## config.mk

```make
export PLATFORM = sky130hd
export DESIGN_NAME = obstacle_spawner_flat
export DESIGN_NICKNAME = d
export VERILOG_FILES = /design/src/rtl/obstacle_spawner_pkg.sv /design/src/rtl/obstacle_spawner_if.sv /design/src/rtl/obstacle_spawner.sv /design/src/flat_wrapper.sv
export SDC_FILE = /design/constraint.sdc
export NUM_CORES = 1
export LEC_CHECK = 0
export BUFFER_PORTS_ARGS = -buffer_cell sky130_fd_sc_hd__buf_2
export CORE_UTILIZATION = 30
export CTS_CLUSTER_SIZE = 14
export DETAILED_ROUTE_END_ITERATION = 16
export HOLD_SLACK_MARGIN = 0.02
export PLACE_DENSITY = 0.48
export SETUP_SLACK_MARGIN = 0.15
export SLEW_MARGIN = 10
export SYNTH_ARGS = -nofsm -noshare
export SYNTH_HDL_FRONTEND = slang
export SYNTH_SLANG_ARGS = --single-unit
```

## constraint.sdc

```tcl
create_clock -name clk_in -period 3.7 [get_ports clk_in]
set_input_delay 0.555 -clock clk_in [delete_from_list [all_inputs] [get_ports clk_in]]
set_output_delay 0.555 -clock clk_in [all_outputs]
set_load 0.005 [all_outputs]
```

## src/rtl/obstacle_spawner_pkg.sv

```systemverilog
// Shared types and constants for the obstacle spawner: obstacle kinds, FSM
// states, the gap counter width and the gap computation used at decision time.
package obstacle_spawner_pkg;

  localparam int GAP_W = 4;

  typedef enum logic [1:0] {
    OBS_LOW  = 2'd0,
    OBS_HIGH = 2'd1,
    OBS_WIDE = 2'd2,
    OBS_NONE = 2'd3
  } obs_type_e;

  typedef enum logic [1:0] {
    ST_IDLE     = 2'd0,
    ST_WAIT_GAP = 2'd1,
    ST_DECIDE   = 2'd2,
    ST_HOLD     = 2'd3
  } state_e;

  // Gap to the next decision: the base gap plus a 0..3 random stretch.
  function automatic logic [GAP_W-1:0] calc_gap(input logic [GAP_W-1:0] min_gap,
                                                 input logic [1:0]       step);
    return min_gap + {2'b00, step};
  endfunction

endpackage

```

## src/rtl/obstacle_spawner_if.sv

```systemverilog
// Valid/ready obstacle descriptor channel between the spawner and its consumer.
interface obstacle_spawner_if;
  import obstacle_spawner_pkg::*;

  logic             obs_valid_out;
  logic [1:0]       obs_type_out;
  logic [GAP_W-1:0] obs_gap_out;
  logic             obs_ready_in;

  modport master (
    output obs_valid_out,
    output obs_type_out,
    output obs_gap_out,
    input  obs_ready_in
  );

  modport slave (
    input  obs_valid_out,
    input  obs_type_out,
    input  obs_gap_out,
    output obs_ready_in
  );

endinterface

```

## src/rtl/obstacle_spawner.sv

```systemverilog
// Frame-paced obstacle generator: waits a gap of frame ticks, draws a type and
// the next gap from the upstream random value, and offers the obstacle on a
// valid/ready channel while counting accepted obstacles.
module obstacle_spawner
  import obstacle_spawner_pkg::*;
#(
  parameter int MIN_GAP = 4,
  parameter int COUNT_W = 8
) (
  input  logic               clk_in,
  input  logic               rst_in,
  input  logic               frame_tick_in,
  input  logic               game_active_in,
  input  logic [3:0]         rand_in,
  obstacle_spawner_if.master obs_if,
  output logic [COUNT_W-1:0] spawned_count_out
);

  localparam logic [GAP_W-1:0]   MIN_GAP_C = GAP_W'(MIN_GAP);
  localparam logic [COUNT_W-1:0] COUNT_MAX = {COUNT_W{1'b1}};
  localparam logic [COUNT_W-1:0] COUNT_ONE = {{(COUNT_W-1){1'b0}}, 1'b1};

  state_e             state_r,   state_s;
  logic [GAP_W-1:0]   gap_cnt_r, gap_cnt_s;
  logic               valid_r,   valid_s;
  logic [1:0]         type_r,    type_s;
  logic [GAP_W-1:0]   gap_r,     gap_s;
  logic [COUNT_W-1:0] count_r,   count_s;
  logic [1:0]         dec_type_s;
  logic [GAP_W-1:0]   dec_gap_s;

  // State and output registers; reset overrides any same-cycle handshake.
  always_ff @(posedge clk_in) begin
    if (rst_in) begin
      state_r   <= ST_IDLE;
      gap_cnt_r <= {GAP_W{1'b0}};
      valid_r   <= 1'b0;
      type_r    <= 2'd0;
      gap_r     <= {GAP_W{1'b0}};
      count_r   <= {COUNT_W{1'b0}};
    end else begin
      state_r   <= state_s;
      gap_cnt_r <= gap_cnt_s;
      valid_r   <= valid_s;
      type_r    <= type_s;
      gap_r     <= gap_s;
      count_r   <= count_s;
    end
  end

  // Next-state and next-output logic; deactivation outranks every in-run event.
  always_comb begin
    state_s    = state_r;
    gap_cnt_s  = gap_cnt_r;
    valid_s    = valid_r;
    type_s     = type_r;
    gap_s      = gap_r;
    count_s    = count_r;
    dec_type_s = rand_in[1:0];
    dec_gap_s  = calc_gap(MIN_GAP_C, rand_in[3:2]);

    if ((state_r != ST_IDLE) && !game_active_in) begin
      state_s = ST_IDLE;
      valid_s = 1'b0;
      type_s  = 2'd0;
      gap_s   = {GAP_W{1'b0}};
    end else begin
      case (state_r)
        ST_IDLE: begin
          valid_s = 1'b0;
          type_s  = 2'd0;
          gap_s   = {GAP_W{1'b0}};
          if (game_active_in) begin
            gap_cnt_s = MIN_GAP_C;
            count_s   = {COUNT_W{1'b0}};
            state_s   = ST_WAIT_GAP;
          end else begin
            state_s = ST_IDLE;
          end
        end
        ST_WAIT_GAP: begin
          if (frame_tick_in) begin
            gap_cnt_s = gap_cnt_r - {{(GAP_W-1){1'b0}}, 1'b1};
            if (gap_cnt_r == {{(GAP_W-1){1'b0}}, 1'b1}) begin
              state_s = ST_DECIDE;
            end else begin
              state_s = ST_WAIT_GAP;
            end
          end else begin
            state_s = ST_WAIT_GAP;
          end
        end
        ST_DECIDE: begin
          if (dec_type_s == OBS_NONE) begin
            gap_cnt_s = dec_gap_s;
            state_s   = ST_WAIT_GAP;
          end else begin
            type_s  = dec_type_s;
            gap_s   = dec_gap_s;
            valid_s = 1'b1;
            state_s = ST_HOLD;
          end
        end
        ST_HOLD: begin
          // Ticks are ignored here; the next gap starts counting only after acceptance.
          if (valid_r && obs_if.obs_ready_in) begin
            valid_s   = 1'b0;
            gap_cnt_s = gap_r;
            state_s   = ST_WAIT_GAP;
            if (count_r != COUNT_MAX) begin
              count_s = count_r + COUNT_ONE;
            end else begin
              count_s = count_r;
            end
          end else begin
            state_s = ST_HOLD;
          end
        end
        default: begin
          state_s = ST_IDLE;
          valid_s = 1'b0;
          type_s  = 2'd0;
          gap_s   = {GAP_W{1'b0}};
        end
      endcase
    end
  end

  assign obs_if.obs_valid_out = valid_r;
  assign obs_if.obs_type_out  = type_r;
  assign obs_if.obs_gap_out   = gap_r;
  assign spawned_count_out    = count_r;

endmodule

```

## src/flat_wrapper.sv

```systemverilog
// flat-port wrapper written by rule: the top's interface ports become plain ports
module obstacle_spawner_flat import obstacle_spawner_pkg::*;
#(
  parameter int MIN_GAP = 4,
  parameter int COUNT_W = 8
)
  (clk_in, rst_in, frame_tick_in, game_active_in, rand_in, spawned_count_out, obs_if_obs_valid_out, obs_if_obs_type_out, obs_if_obs_gap_out, obs_if_obs_ready_in);
  obstacle_spawner_if obs_if_i ();
  input  logic clk_in;
  input  logic rst_in;
  input  logic frame_tick_in;
  input  logic game_active_in;
  input  logic [3:0] rand_in;
  output logic [COUNT_W-1:0] spawned_count_out;
  output wire logic [$bits(obs_if_i.obs_valid_out)-1:0] obs_if_obs_valid_out;
  output wire logic [$bits(obs_if_i.obs_type_out)-1:0] obs_if_obs_type_out;
  output wire logic [$bits(obs_if_i.obs_gap_out)-1:0] obs_if_obs_gap_out;
  input wire logic [$bits(obs_if_i.obs_ready_in)-1:0] obs_if_obs_ready_in;
  assign obs_if_obs_valid_out = obs_if_i.obs_valid_out;
  assign obs_if_obs_type_out = obs_if_i.obs_type_out;
  assign obs_if_obs_gap_out = obs_if_i.obs_gap_out;
  assign obs_if_i.obs_ready_in = obs_if_obs_ready_in;
  obstacle_spawner #(.MIN_GAP(MIN_GAP), .COUNT_W(COUNT_W)) u_core (.clk_in(clk_in), .rst_in(rst_in), .frame_tick_in(frame_tick_in), .game_active_in(game_active_in), .rand_in(rand_in), .obs_if(obs_if_i), .spawned_count_out(spawned_count_out));
endmodule
```

==> results_dict.tcl <==
set metrics [dict create \
    setup_viol 0 \
    die_w_um 63.8 \
    synth_warnings 0 \
    ys_types 47 \
    required_ns 3.84 \
    wl_per_cell_um 12.9 \
    synth_edf_count 0 \
    synth_top_area_share_pct 34.9 \
    synthTopCellsByArea "dfxtp_1, nand2_1, nor2_1" \
    placed_area_um2 1280 \
    drc 0 \
    cts.clk_slew.worst_paths_ns 0.08 \
    cp_max_fo 18 \
    whs_ns 0.503 \
    rsz0062_at_grt "no" \
    r2r_slack_ns 1.96 \
    final_util_pct 36.9 \
    synth_nets 144 \
    clock_latency_ns 0.26 \
    ys_seq_area_share_pct 34.9 \
    initial_core_util_pct 31.3 \
    ctsHoldBuffers 0 \
    syn_area_per_cell_um2 8.68 \
    max_cap_viol_count 0 \
    viasPerCell 5.29 \
    critPathCapture "u_core.spawned_count_out[3]" \
    critPathArrivalTime_ns 1.88 \
    grt_max_degree 19 \
    ctsResizeCount 0 \
    async_flop_share_pct 0 \
    period_needed_ns 1.74 \
    hold_violations 0 \
    nets 166 \
    worst_slew_pin_slew_ns 0.638 \
    grt_overflow 0 \
    boundaryPins 24 \
    yosysTopAreaCell "dfxtp_1" \
    die_area_um2 4070 \
    cp-end-kind "register" \
    synth_cells 132 \
    synthFlopType "dfxtp_1" \
    start_kind "register" \
    cp-startpoint "u_core.state_r[0]" \
    drt-initial-drc-count 64 \
    nFillCells 399 \
    drive_gt1_share_pct 29.4 \
    numCtsBuffers 3 \
    post_cts_buffers 0 \
    slew_headroom_pct 57.4 \
    synth_common_cells "dfxtp_1, nand2_1, nor2_1" \
    vdd_ir_drop_max_mv 0.122 \
    yosysMostFrequentCell "dfxtp_1" \
    antenna_found_initial 0 \
    cts_root_buf "clkbuf_8" \
    num_vias 1063 \
    area_delta_synth_final_pct 17.8 \
    clock-skew-final_ns 0.00569 \
    cts.sinks 20 \
    ys_ff_latch 20 \
    first_pass_iters 4 \
    final_area_um2 1350 \
    rr_startpoint "u_core.state_r[0]" \
    tns_ns 0 \
    grt_pass1_vias 1059 \
    gp_congestion 0.713 \
    power_leakage_nw 0.534 \
    antenna_left 0 \
    htreeDepth 1 \
    dieHeight_um 63.8 \
    powerDensity_nw_per_um2 365 \
    place_hpwl_um 1940 \
    grt_usage_pct 14.1 \
    multiInputGateArea_um2 678 \
    syn_area_um2 1150 \
    n_antenna_cell 0 \
    cts_tree "built" \
    grt_pass1_wl_um 4540 \
    drt_wl_total_um 2590 \
    finalMaxSlewViolations 0 \
    r2r_cells 4 \
    coreArea_um2 3660 \
    seqCellArea_um2 400 \
    crit_type "register to register" \
    timing.rr.end "u_core.spawned_count_out[3]" \
    status "complete, no violations" \
    clock_path_buffers 2 \
    port_buffers 22 \
    max_freq_mhz 575 \
    std_cell_rows 22 \
    period_share_pct 47.0 \
    min_path_type "register to register" \
]
## metrics by stage
stage	worst slack, ns	instances	power, mW
2_1_floorplan	2.22	132	0.261
3_3_place_gp	2.02	197	0.275
3_5_place_dp	1.97	197	0.276
4_1_cts	1.95	201	0.500
5_1_grt	1.77	201	0.515
6_report	1.96	201	0.493
## worst min path at each step
| stage | startpoint | cells after the start | slack (ns) | to |
|---|---|---|---|---|
| finish | u_core.obs_if.obs_type_out[0] | 2 | 0.50 | u_core.obs_if.obs_type_out[0] |
| global route | u_core.obs_if.obs_type_out[1] | 2 | 0.55 | u_core.obs_if.obs_type_out[1] |
| CTS | u_core.obs_if.obs_type_out[0] | 2 | 0.51 | u_core.obs_if.obs_type_out[0] |
| detailed placement | u_core.obs_if.obs_gap_out[1] | 2 | 0.49 | u_core.obs_if.obs_gap_out[1] |
| global placement | u_core.obs_if.obs_type_out[1] | 2 | 0.49 | u_core.obs_if.obs_type_out[1] |
| floorplan | u_core.gap_cnt_r[3] | 2 | 0.48 | u_core.state_r[0] |
## cell usage in the layout (no fill, tap or decap), types with 2 or more instances in the layout
| master | count |
|---|---|
| inv_1 | 8 |
| a31oi_1 | 3 |
| nor2_1 | 12 |
| nor3_1 | 6 |
| nand2_1 | 15 |
| ha_1 | 3 |
| a22oi_1 | 2 |
| o21ai_1 | 2 |
| a32oi_1 | 2 |
| a21oi_2 | 2 |
| nand3_1 | 3 |
| a211oi_2 | 2 |
| o211ai_1 | 5 |
| dfxtp_1 | 20 |
| mux2i_1 | 2 |
| nor4_1 | 2 |
| and3_1 | 2 |
| buf_2 | 22 |
| nor2b_1 | 2 |
| clkbuf_8 | 3 |
| nand4_1 | 3 |
| o21ai_2 | 3 |
| a21oi_1 | 5 |
## sequential cells by signal, indices dropped and copies added, names as in the netlist
register                     cells
u_core.spawned_count_out         8
u_core.obs_if.obs_gap_out        3
u_core.state_r                   2
u_core.gap_cnt_r                 4
u_core.obs_if.obs_valid_out      1
u_core.obs_if.obs_type_out       2
## cell type report
class	instances	share of cell area (%)
clock buffers	3	3.06
clock inverters	1	2.22
inverters	8	2.22
multi-input cells	99	50.2
flip-flops and latches	20	29.7
well taps	48	4.45
repair buffers	22	8.16
## metal layers
layer / global-route usage [%] / routed length (µm) / share of wire, %
met5: 0 / 0 / 0
met1: 17.0 / 1240 / 48
met3: 1.79 / 78 / 3.0
met4: 7.10 / 22 / 0.85
met2: 24.5 / 1240 / 48
## cells by family after synthesis
family          Yosys count  synth area share (%)
buf+inv                  13                  5.89
simple gates             55                  26.1
flops                    20                  34.9
mux                       3                  2.73
fa+ha+maj                 3                  3.28
other cells               1                 0.327
compound gates           37                  26.7
## power by group
part	internal [mW]	switching [mW]	total, mW
sequential	0.219	0.00670	0.226
clock	0.144	0.0774	0.222
combinational	0.0185	0.0265	0.0449
## critical path, stage by stage, from the launching register on
cell and delay [ns]:
dfxtp_1 0.73, and4_1 0.36, o21ai_2 0.11, o311ai_0 0.31, o21ai_1 0.11
No activity file was read; power rests on OpenSTA's default activity.
